[src/rtl/tdm_demux4_if.sv]
// Parallel side of the 4-channel TDM receiver: serial sample in, four channel words,
// slot index and frame/error pulses out.
interface tdm_demux4_if #(
  parameter int WIDTH = 1
);
  logic [WIDTH-1:0] din;
  logic             din_valid;
  logic             frame_start;
  logic [WIDTH-1:0] a;
  logic [WIDTH-1:0] b;
  logic [WIDTH-1:0] c;
  logic [WIDTH-1:0] d;
  logic [1:0]       select;
  logic             out_valid;
  logic             sync_err;

  modport master (
    output din, din_valid, frame_start,
    input  a, b, c, d, select, out_valid, sync_err
  );

  modport slave (
    input  din, din_valid, frame_start,
    output a, b, c, d, select, out_valid, sync_err
  );
endinterface

[src/rtl/tdm_demux4.sv]
// 4-slot TDM demultiplexer: collects slots a..c in shadow registers and commits the whole
// frame to the channel outputs when slot d arrives; early frame markers raise sync_err.
module tdm_demux4 #(
  parameter int WIDTH = 1
) (
  input logic          clk,
  input logic          reset,
  tdm_demux4_if.slave  bus
);
  localparam logic [0:0] HUNT = 1'b0;
  localparam logic [0:0] RUN  = 1'b1;

  logic [0:0]       state_reg;
  logic [1:0]       select_reg;
  logic [WIDTH-1:0] shadow_reg [0:2];
  logic [WIDTH-1:0] a_reg, b_reg, c_reg, d_reg;
  logic             out_valid_reg;
  logic             sync_err_reg;

  logic       restart;
  logic       early;
  logic       store;
  logic       complete;
  logic [2:0] shadow_we;

  // A qualified marker always starts a fresh frame, whatever state we are in.
  assign restart  = bus.din_valid && bus.frame_start;
  assign early    = restart && (state_reg == RUN) && (select_reg != 2'd0);
  assign store    = bus.din_valid && !bus.frame_start && (state_reg == RUN);
  assign complete = store && (select_reg == 2'd3);

  always_comb begin
    shadow_we = 3'b000;
    for (int i = 0; i < 3; i++) begin
      if (restart)
        shadow_we[i] = (i == 0);
      else
        shadow_we[i] = store && (select_reg == 2'(i));
    end
  end

  always_ff @(posedge clk or posedge reset) begin
    if (reset) begin
      for (int i = 0; i < 3; i++)
        shadow_reg[i] <= '0;
    end else begin
      for (int i = 0; i < 3; i++)
        if (shadow_we[i])
          shadow_reg[i] <= bus.din;
    end
  end

  always_ff @(posedge clk or posedge reset) begin
    if (reset) begin
      state_reg     <= HUNT;
      select_reg    <= 2'd0;
      a_reg         <= '0;
      b_reg         <= '0;
      c_reg         <= '0;
      d_reg         <= '0;
      out_valid_reg <= 1'b0;
      sync_err_reg  <= 1'b0;
    end else begin
      out_valid_reg <= 1'b0;
      sync_err_reg  <= early;
      if (restart) begin
        state_reg  <= RUN;
        select_reg <= 2'd1;
      end else if (complete) begin
        // Slot d goes straight from din so all four channels update on this edge.
        a_reg         <= shadow_reg[0];
        b_reg         <= shadow_reg[1];
        c_reg         <= shadow_reg[2];
        d_reg         <= bus.din;
        out_valid_reg <= 1'b1;
        select_reg    <= 2'd0;
        state_reg     <= HUNT;
      end else if (store) begin
        select_reg <= select_reg + 2'd1;
      end
    end
  end

  assign bus.a         = a_reg;
  assign bus.b         = b_reg;
  assign bus.c         = c_reg;
  assign bus.d         = d_reg;
  assign bus.select    = select_reg;
  assign bus.out_valid = out_valid_reg;
  assign bus.sync_err  = sync_err_reg;
endmodule
[src/flat_wrapper.sv]
// flat-port wrapper written by rule: the top's interface ports become plain ports
module tdm_demux4_flat 
#(
  parameter int WIDTH = 1
)
  (clk, reset, bus_din, bus_din_valid, bus_frame_start, bus_a, bus_b, bus_c, bus_d, bus_select, bus_out_valid, bus_sync_err);
  tdm_demux4_if #(.WIDTH(WIDTH)) bus_i ();
  input logic clk;
  input logic reset;
  input wire logic [$bits(bus_i.din)-1:0] bus_din;
  input wire logic [$bits(bus_i.din_valid)-1:0] bus_din_valid;
  input wire logic [$bits(bus_i.frame_start)-1:0] bus_frame_start;
  output wire logic [$bits(bus_i.a)-1:0] bus_a;
  output wire logic [$bits(bus_i.b)-1:0] bus_b;
  output wire logic [$bits(bus_i.c)-1:0] bus_c;
  output wire logic [$bits(bus_i.d)-1:0] bus_d;
  output wire logic [$bits(bus_i.select)-1:0] bus_select;
  output wire logic [$bits(bus_i.out_valid)-1:0] bus_out_valid;
  output wire logic [$bits(bus_i.sync_err)-1:0] bus_sync_err;
  assign bus_i.din = bus_din;
  assign bus_i.din_valid = bus_din_valid;
  assign bus_i.frame_start = bus_frame_start;
  assign bus_a = bus_i.a;
  assign bus_b = bus_i.b;
  assign bus_c = bus_i.c;
  assign bus_d = bus_i.d;
  assign bus_select = bus_i.select;
  assign bus_out_valid = bus_i.out_valid;
  assign bus_sync_err = bus_i.sync_err;
  tdm_demux4 #(.WIDTH(WIDTH)) u_core (.clk(clk), .reset(reset), .bus(bus_i));
endmodule
[config.mk]
export PLATFORM = sky130hd
export DESIGN_NAME = tdm_demux4_flat
export DESIGN_NICKNAME = d
export VERILOG_FILES = /design/src/rtl/tdm_demux4_if.sv /design/src/rtl/tdm_demux4.sv /design/src/flat_wrapper.sv
export SDC_FILE = /design/constraint.sdc
export NUM_CORES = 1
export LEC_CHECK = 0
export ABC_AREA = 1
export CAP_MARGIN = 20
export CORE_AREA = 4 4 41 43
export DETAILED_ROUTE_END_ITERATION = 12
export DIE_AREA = 0 0 45 47
export PLACE_DENSITY = 0.79
export SYNTH_ARGS = -nofsm -noshare
export SYNTH_HDL_FRONTEND = slang
export SYNTH_SLANG_ARGS = --single-unit
[constraint.sdc]
create_clock -name clk -period 2.95 [get_ports clk]
set_clock_uncertainty 0.15 [all_clocks]
set_input_delay 0.7375 -clock clk [delete_from_list [all_inputs] [get_ports clk]]
set_output_delay 0.7375 -clock clk [all_outputs]
set_load 0.02 [all_outputs]
==> results.json, run 1 <==
{
  "ios": 13,
  "viasPerCell": 4.90,
  "tns_ns": 0,
  "cp.required_ns": 2.06,
  "hp-class": "flop to flop",
  "start_kind": "flop",
  "drt-total-wl_um": 1060,
  "worstHoldEndpoint": "u_core.bus.a",
  "grt-ovfl-total": 0,
  "drive_gt1_frac": 0.0649,
  "cts_tree": "built",
  "yosys-top-cells-count": "24 x nand2_1, 12 x dfrtp_1, 9 x nand3_1, 6 x inv_1, 4 x ha_1",
  "grtUsageTotal": 0.123,
  "cts-resized-gates": 0,
  "n_antenna_cell": 0,
  "synth_top_area_cell": "dfrtp_1",
  "cts-htree-levels": 1,
  "crit_path_max_incr_delay_ns": 0.65,
  "grt_pass1_wl_um": 1780,
  "cap_violations": 0,
  "fp.dieW_um": 45,
  "cts_max_path_buffers": 2,
  "min_period_over_period": 0.770,
  "cp_slowest_cell": "clkdlybuf4s50_1",
  "dp.cells": 89,
  "port_buffers": 12,
  "rows": 13,
  "ys.flop_type": "dfrtp_1",
  "wl_per_cell_um": 11.5,
  "hpwl_um": 771,
  "synth_nets": 71,
  "holdWs_ns": 0.326,
  "peakVddDrop_uv": 360,
  "ys_seq_area_frac": 0.543,
  "worstHoldStart": "u_core.bus.a",
  "async_reset_ff_frac": 1.00,
  "yosysUniqueCellTypes": 10,
  "cp.arrival_ns": 1.38,
  "r2r-start": "u_core.bus.select[0]",
  "final_cell_count_no_fill": 92,
  "cts_sinks": 12,
  "synth.area.top_cells": "dfrtp_1 54%, nand2_1 16%, ha_1 9.0%",
  "pwr_density_cell_nw_per_um2": 771,
  "report.final.slew_viol_count": 0,
  "first_pass_iters": 4,
  "worst_pin_slew_ns": 0.436,
  "ff2ff_path_depth": 4,
  "end_kind": "output port",
  "largest_reg_flops": 3,
  "hold_depth": 2,
  "place_congestion": 0.837,
  "synth_top_cell_area_share": 0.543,
  "outcome": "finished, final reports clean",
  "synth_most_common_cell": "nand2_1",
  "cts_made_buffers": 3,
  "path_delay_family": "buffers and inverters",
  "grt_pass1_vias": 435,
  "r2r-end": "u_core.bus.d",
  "via_count": 451,
  "leakage_nw": 0.380,
  "nets": 88,
  "cts-hold-fix-buffers": 0,
  "fmax_mhz": 440,
  "post_cts_buffers": 0,
  "drc": 0,
  "core_um2": 1300,
  "rsz0062_at_grt": "no",
  "final-hold-violation-count": 0,
  "synth.avg_cell_area_um2": 8.92,
  "fp.dieH_um": 47,
  "insertion_delay_ns": 0.27,
  "slew_headroom": 0.709,
  "dieArea_um2": 2120,
  "path_class": "flop to output port",
  "ant_nets": 0,
  "setup_viol": 0,
  "cts_root_buffer": "clkbuf_4",
  "crit_buf_inv": 1,
  "ys_warn_count": 0,
  "start_util": 0.425,
  "path_max_fanout": 6,
  "cp_cell_sequence": "clkdlybuf4s50_1",
  "path_clk_slew_ns": 0.07,
  "synth-seq-cells": 12,
  "antenna_found_initial": 0,
  "synth_edf_count": 0,
  "regToRegSetupSlack_ns": 1.50,
  "layout_min_cycle_time_ns": 2.27,
  "drt_iter0_drc": 12,
  "synthCells": 62,
  "grt_max_degree": 13,
  "syn_area_um2": 553,
  "area_growth_pct": 29.2
}
## logic make-up (layout without fill, tap and decap cells)
group / count (synthesis) / count (layout) / share of synthesized area
and+or+nand+nor: 40 / 40 / 0.326
DFF: 12 / 12 / 0.543
buffers and inverters: 6 / 21 / 0.0407
adders and majority gates: 4 / 4 / 0.0905
## layer usage
| metal | global-route usage | up-vias | part of all wire | wire length [um] |
|---|---|---|---|---|
| met2 | 0.203 | 17 | 0.47 | 500 |
| met4 | 0.0526 | 0 | 0.0085 | 9 |
| met5 | 0 | - | 0 | 0 |
| met3 | 0.0460 | 2 | 0.086 | 91 |
| met1 | 0.142 | 202 | 0.43 | 456 |
| li1 | - | 230 | - | - |
## tightest hold or removal path: stages, from the launching register on
cell	delay (ns)
dfrtp_1	0.35
nand2_1	0.05
nand2_1	0.04
## metrics by stage
step | area, um^2 | power [mW] | util | setup WS (ns)
final | 714 | 0.551 | 0.549 | 0.678
after global routing | 714 | 0.590 | 0.549 | 0.635
after CTS | 714 | 0.556 | 0.549 | 0.678
after detailed placement | 692 | 0.457 | 0.532 | 0.897
after global placement | 692 | 0.451 | 0.532 | 0.917
after floorplan | 553 | 0.361 | - | 1.53
## report_power, final
group	total, mW	leakage (nW)	internal [mW]	switching (mW)
Combinational	0.200	0.216	0.0913	0.109
Sequential	0.253	0.151	0.215	0.0385
Clock	0.0975	0.0138	0.0471	0.0504
## area by class of cell
cell class                 instances  area, um^2
clock buffer                       3        22.5
tap                               15        18.8
sequential                        12         300
multi-input combinational         44         230
fill                             143         587
inverter                           6        22.5
timing repair buffer              12         120
## placed cells by master, fill, tap and decap left out, drive strengths merged
cell type	Yosys	final
nand4	3	3
clkbuf	0	3
inv	6	6
nor2	2	2
clkdlybuf4s50	0	12
dfrtp	12	12
nand2	25	25
ha	4	4
nand3	9	9
nor3	1	1
## worst max path at each step
| stage | start | to | slack, ns | depth (start not counted) |
|---|---|---|---|---|
| 5_1_grt | u_core.bus.select[0] | bus_select[0] | 0.64 | 1 |
| 3_5_place_dp | bus_din_valid | u_core.state_reg | 0.90 | 4 |
| 3_3_place_gp | bus_din_valid | u_core.state_reg | 0.92 | 4 |
| 4_1_cts | u_core.bus.select[0] | bus_select[0] | 0.68 | 1 |
| 6_report | u_core.bus.select[0] | bus_select[0] | 0.68 | 1 |
| 2_1_floorplan | bus_frame_start | u_core.state_reg | 1.53 | 4 |
(Power assumes the default switching activity.)
==> inputs of run 2 (changes only) <==
--- a/config.mk
+++ b/config.mk
@@ -7,10 +7,10 @@
 export LEC_CHECK = 0
 export ABC_AREA = 1
 export CAP_MARGIN = 20
-export CORE_AREA = 4 4 41 43
+export CORE_MARGIN = 4
+export CORE_UTILIZATION = 41
 export DETAILED_ROUTE_END_ITERATION = 12
-export DIE_AREA = 0 0 45 47
-export PLACE_DENSITY = 0.79
+export PLACE_DENSITY = 0.81
 export SYNTH_ARGS = -nofsm -noshare
 export SYNTH_HDL_FRONTEND = slang
 export SYNTH_SLANG_ARGS = --single-unit
==> constraint.sdc (replaced) <==
create_clock -name clk -period 1.8 [get_ports clk]
set_clock_uncertainty 0.15 [all_clocks]
set_input_delay 0.45 -clock clk [delete_from_list [all_inputs] [get_ports clk]]
set_output_delay 0.45 -clock clk [all_outputs]
set_load 0.02 [all_outputs]
==> results.json, run 2 (synthesis results as in run 1) <==
{
  "outcome": "finished, final reports clean",
  "area_growth_pct": 35.1,
  "largest_reg_flops": 3,
  "grt_pass1_wl_um": 2040,
  "ant_nets": 0,
  "grt_pass1_vias": 475,
  "peakVddDrop_uv": 671,
  "nets": 91,
  "crit_path_max_incr_delay_ns": 0.40,
  "final_cell_count_no_fill": 95,
  "fp.dieW_um": 44.7,
  "via_count": 485,
  "report.final.slew_viol_count": 0,
  "hp-class": "flop to flop",
  "rows": 12,
  "grtUsageTotal": 0.142,
  "wl_per_cell_um": 12.9,
  "leakage_nw": 0.455,
  "p_seq_frac": 0.427,
  "crit_buf_inv": 1,
  "start_kind": "flop",
  "cts_tree": "built",
  "cp_cell_sequence": "dlygate4sd2_1",
  "final-hold-violation-count": 0,
  "path_delay_family": "flip-flops",
  "cp_slowest_cell": "dfrtp_1",
  "cts-htree-levels": 1,
  "layout_min_cycle_time_ns": 1.60,
  "place_area_um2": 713,
  "final_cell_mix": "24 x nand2_1, 12 x dfrtp_1, 9 x nand3_1",
  "multi_input_area_um2": 230,
  "cts_root_buffer": "clkbuf_4",
  "drive_gt1_frac": 0.111,
  "clock_power_share": 0.225,
  "ios": 13,
  "viasPerCell": 5.11,
  "worst_pin_slew_ns": 0.443,
  "antenna_found_initial": 0,
  "hpwl_um": 897,
  "end_kind": "output port",
  "core_um2": 1190,
  "path_class": "flop to output port",
  "tns_ns": 0,
  "cap_violations": 0,
  "setup_viol": 0,
  "fp.dieH_um": 44.7,
  "cp.arrival_ns": 1.00,
  "final_common_cell": "nand2_1",
  "path_max_fanout": 2,
  "dieArea_um2": 2000,
  "seq_area_um2": 300,
  "cp.required_ns": 1.20,
  "cts-hold-fix-buffers": 0,
  "worst_slack_ns": 0.203,
  "pwr_density_cell_nw_per_um2": 1260,
  "fillerInstances": 107,
  "switching_share": 0.355,
  "path_clk_slew_ns": 0.07,
  "slew_headroom": 0.705,
  "p_comb_frac": 0.348,
  "place_congestion": 0.819,
  "insertion_delay_ns": 0.27,
  "switchingPower_mw": 0.334,
  "grt_max_degree": 13,
  "rsz0062_at_grt": "no",
  "first_pass_iters": 4,
  "grt-ovfl-total": 0,
  "p_int_mw": 0.605,
  "drt-total-wl_um": 1230,
  "cts_max_path_buffers": 2,
  "n_antenna_cell": 0,
  "fmax_mhz": 626,
  "dp.cells": 91,
  "final_area_um2": 747,
  "pre_cts_ws_ns": 0.00380,
  "min_period_over_period": 0.887,
  "port_buffers": 12,
  "drt_iter0_drc": 7,
  "cts_made_buffers": 3,
  "start_util": 0.466,
  "drc": 0,
  "cts_sinks": 12
}
==> run 2: changes by cell type in the layout (fill, tap and decap cells not counted) <==
cell | before | now
clkdlybuf4s50_1 | 12 | 4
dlygate4sd2_1 | 0 | 6
buf_4 | 0 | 3
dlymetal6s2s_1 | 0 | 2
clkbuf_8 | 0 | 1
==> run 2: final timing paths <==
path | start | to | slack, ns | cells past startpoint
hold / removal | u_core.bus.a | u_core.bus.a | 0.32 | 2
setup reg to reg | u_core.bus.select[0] | u_core.bus.b | 0.28 | 5
setup / recovery | u_core.bus.select[0] | bus_select[0] | 0.20 | 1
min in group asynchronous | reset | u_core.bus.d | 0.33 | 2
hold reg to reg | u_core.bus.a | u_core.bus.a | 0.32 | 2
max in group asynchronous | reset | u_core.bus.b | 0.87 | 2
==> run 2: cell type report <==
cell class	count	area share
Sequential cell	12	0.402
Multi-Input combinational cell	44	0.308
Timing Repair Buffer	15	0.188
Clock buffer	4	0.0486
Inverter	6	0.0302
Tap cell	14	0.0235
==> run 2: power groups by stage <==
| stage | combinational, mW | clock [mW] | sequential, mW |
|---|---|---|---|
| 6_report | 0.326 | 0.212 | 0.401 |
| 5_1_grt | 0.362 | 0.231 | 0.413 |
| 4_1_cts | 0.333 | 0.214 | 0.403 |
| 3_5_place_dp | 0.364 | 0 | 0.408 |
| 3_3_place_gp | 0.352 | 0 | 0.406 |
| 2_1_floorplan | 0.121 | 0 | 0.470 |
==> run 2: stage by stage <==
stage	power [mW]	hold slack, ns	utilization
2_1_floorplan	0.591	0.165	-
3_3_place_gp	0.759	0.311	0.601
3_5_place_dp	0.772	0.314	0.601
4_1_cts	0.950	0.327	0.626
5_1_grt	1.01	0.367	0.630
6_report	0.939	0.319	0.630
==> run 2: layer usage <==
layer	vias up	wire, um	track usage	share of wire
met4	0	21	0.0542	0.017
met1	222	500	0.169	0.41
met5	-	0	0	0
li1	237	-	-	-
met2	21	611	0.241	0.50
met3	5	95	0.0398	0.077
==> run 2: what timing repair did <==
action / in CTS / in global routing
gates resized for setup: 6 / 2
setup endpoints to repair: 6 / 2
gates cloned: 0 / 0
buffers inserted: 0 / 0
==> inputs of run 3 (changes only) <==
--- a/config.mk
+++ b/config.mk
@@ -6,11 +6,12 @@
 export NUM_CORES = 1
 export LEC_CHECK = 0
 export ABC_AREA = 1
-export CAP_MARGIN = 20
-export CORE_MARGIN = 4
-export CORE_UTILIZATION = 41
+export ABC_CLOCK_PERIOD_IN_PS = 2000
+export CAP_MARGIN = 10
+export CORE_AREA = 4 4 41 43
 export DETAILED_ROUTE_END_ITERATION = 12
-export PLACE_DENSITY = 0.81
+export DIE_AREA = 0 0 45 47
+export PLACE_DENSITY = 0.79
 export SYNTH_ARGS = -nofsm -noshare
 export SYNTH_HDL_FRONTEND = slang
 export SYNTH_SLANG_ARGS = --single-unit
==> constraint.sdc (replaced) <==
create_clock -name clk -period 2 [get_ports clk]
set_clock_uncertainty 0.15 [all_clocks]
set_input_delay 0.5 -clock clk [delete_from_list [all_inputs] [get_ports clk]]
set_output_delay 0.5 -clock clk [all_outputs]
set_load 0.02 [all_outputs]
==> results.json, run 3 (synthesis results as in run 1) <==
{
  "antenna_found_initial": 0,
  "cp_cell_sequence": "clkdlybuf4s50_1",
  "cts_made_buffers": 3,
  "cts_tree": "built",
  "cap_violations": 0,
  "nets": 89,
  "cts_sinks": 12,
  "fillerInstances": 134,
  "grt_pass1_vias": 393,
  "ios": 13,
  "cp.arrival_ns": 1.25,
  "place_area_um2": 699,
  "min_period_over_period": 0.948,
  "via_count": 455,
  "layout_min_cycle_time_ns": 1.90,
  "ant_nets": 0,
  "path_clk_slew_ns": 0.07,
  "grt-ovfl-total": 0,
  "tns_ns": 0,
  "end_kind": "output port",
  "rows": 13,
  "cp_slowest_cell": "clkdlybuf4s50_1",
  "drt-total-wl_um": 1020,
  "cts_root_buffer": "clkbuf_4",
  "dieArea_um2": 2120,
  "fmax_mhz": 527,
  "core_um2": 1300,
  "leakage_nw": 0.400,
  "insertion_delay_ns": 0.27,
  "area_growth_pct": 31.0,
  "viasPerCell": 4.89,
  "fp.dieW_um": 45,
  "final_cell_mix": "24 x nand2_1, 12 x dfrtp_1, 11 x clkdlybuf4s50_1",
  "path_delay_family": "buffers and inverters",
  "crit_buf_inv": 1,
  "path_class": "flop to output port",
  "outcome": "finished, final reports clean",
  "slew_headroom": 0.710,
  "start_util": 0.425,
  "pwr_density_cell_nw_per_um2": 1120,
  "start_kind": "flop",
  "drt_iter0_drc": 5,
  "rsz0062_at_grt": "no",
  "setup_viol": 0,
  "peakVddDrop_uv": 458,
  "path_max_fanout": 2,
  "pre_cts_ws_ns": 0.165,
  "hpwl_um": 779,
  "cts-htree-levels": 1,
  "fp.dieH_um": 47,
  "worst_pin_slew_ns": 0.435,
  "final_common_cell": "nand2_1",
  "grt_pass1_wl_um": 1660,
  "final-hold-violation-count": 0,
  "first_pass_iters": 4,
  "drive_gt1_frac": 0.0769,
  "grt_max_degree": 13,
  "grtUsageTotal": 0.115,
  "crit_path_max_incr_delay_ns": 0.62,
  "cts_max_path_buffers": 2,
  "drc": 0,
  "largest_reg_flops": 3,
  "cp.required_ns": 1.35,
  "n_antenna_cell": 0,
  "place_congestion": 0.864,
  "port_buffers": 12,
  "wl_per_cell_um": 11.0,
  "report.final.slew_viol_count": 0,
  "worst_slack_ns": 0.103,
  "hp-class": "flop to flop",
  "final_area_um2": 724
}
run 3: changes by cell type in the layout (fill, tap and decap cells not counted), sizes merged:
| cell | delta |
|---|---|
| clkdlybuf4s50 | +7 |
| dlygate4sd2 | -6 |
| buf | -2 |
| clkbuf | -1 |
| dlymetal6s2s | -1 |
run 3: layer usage:
layer | track usage | vias to the layer above | wire length [um]
met5 | 0 | - | 0
met4 | 0.0702 | 0 | 25
met3 | 0.0345 | 3 | 83
met2 | 0.167 | 19 | 419
met1 | 0.149 | 201 | 496
li1 | - | 232 | -
run 3: layout make-up:
type	count	area [um^2]	share of cell area
clock buffers	3	22.5	0.0311
inverters	6	22.5	0.0311
multi-input cells	44	230	0.318
flip-flops and latches	12	300	0.415
well taps	15	18.8	0.0259
repair buffers	13	130	0.180
run 3: path summary, 6_finish.rpt:
kind	startpoint	endpoint	slack, ns	depth (start not counted)
worst max-delay path	u_core.bus.select[0]	bus_select[0]	0.10	1
worst min-delay path	u_core.bus.b	u_core.bus.b	0.33	2
worst max register to register	u_core.bus.select[0]	u_core.bus.d	0.55	5
worst min register to register	u_core.bus.b	u_core.bus.b	0.33	2
max in group asynchronous	reset	u_core.shadow_reg[1]	1.02	2
min in group asynchronous	reset	u_core.bus.out_valid	0.38	2
run 3: timing repair:
action	CTS	global route
gates resized for setup	0	1
hold buffers	0	0
setup buffers	0	0
setup endpoints to repair	0	1
run 3: metrics by stage:
step | hold WS [ns] | util | cells | power (mW)
detailed placement | 0.313 | 0.538 | 90 | 0.677
floorplan | 0.215 | - | 62 | 0.532
CTS | 0.330 | 0.555 | 93 | 0.820
finish | 0.329 | 0.557 | 93 | 0.812
global route | 0.356 | 0.557 | 93 | 0.872
global placement | 0.310 | 0.538 | 90 | 0.673
run 3: power by group:
part	internal (mW)	total (mW)	switching [mW]	leakage, nW
combinational	0.139	0.302	0.163	0.235
clock	0.0696	0.143	0.0734	0.0138
sequential	0.317	0.367	0.0500	0.151
total	0.526	0.812	0.286	0.400
run 3: worst min-delay path, cell delays in order (launching register included):
cell and delay, ns:
dfrtp_1 0.35, nand2_1 0.06, nand2_1 0.05
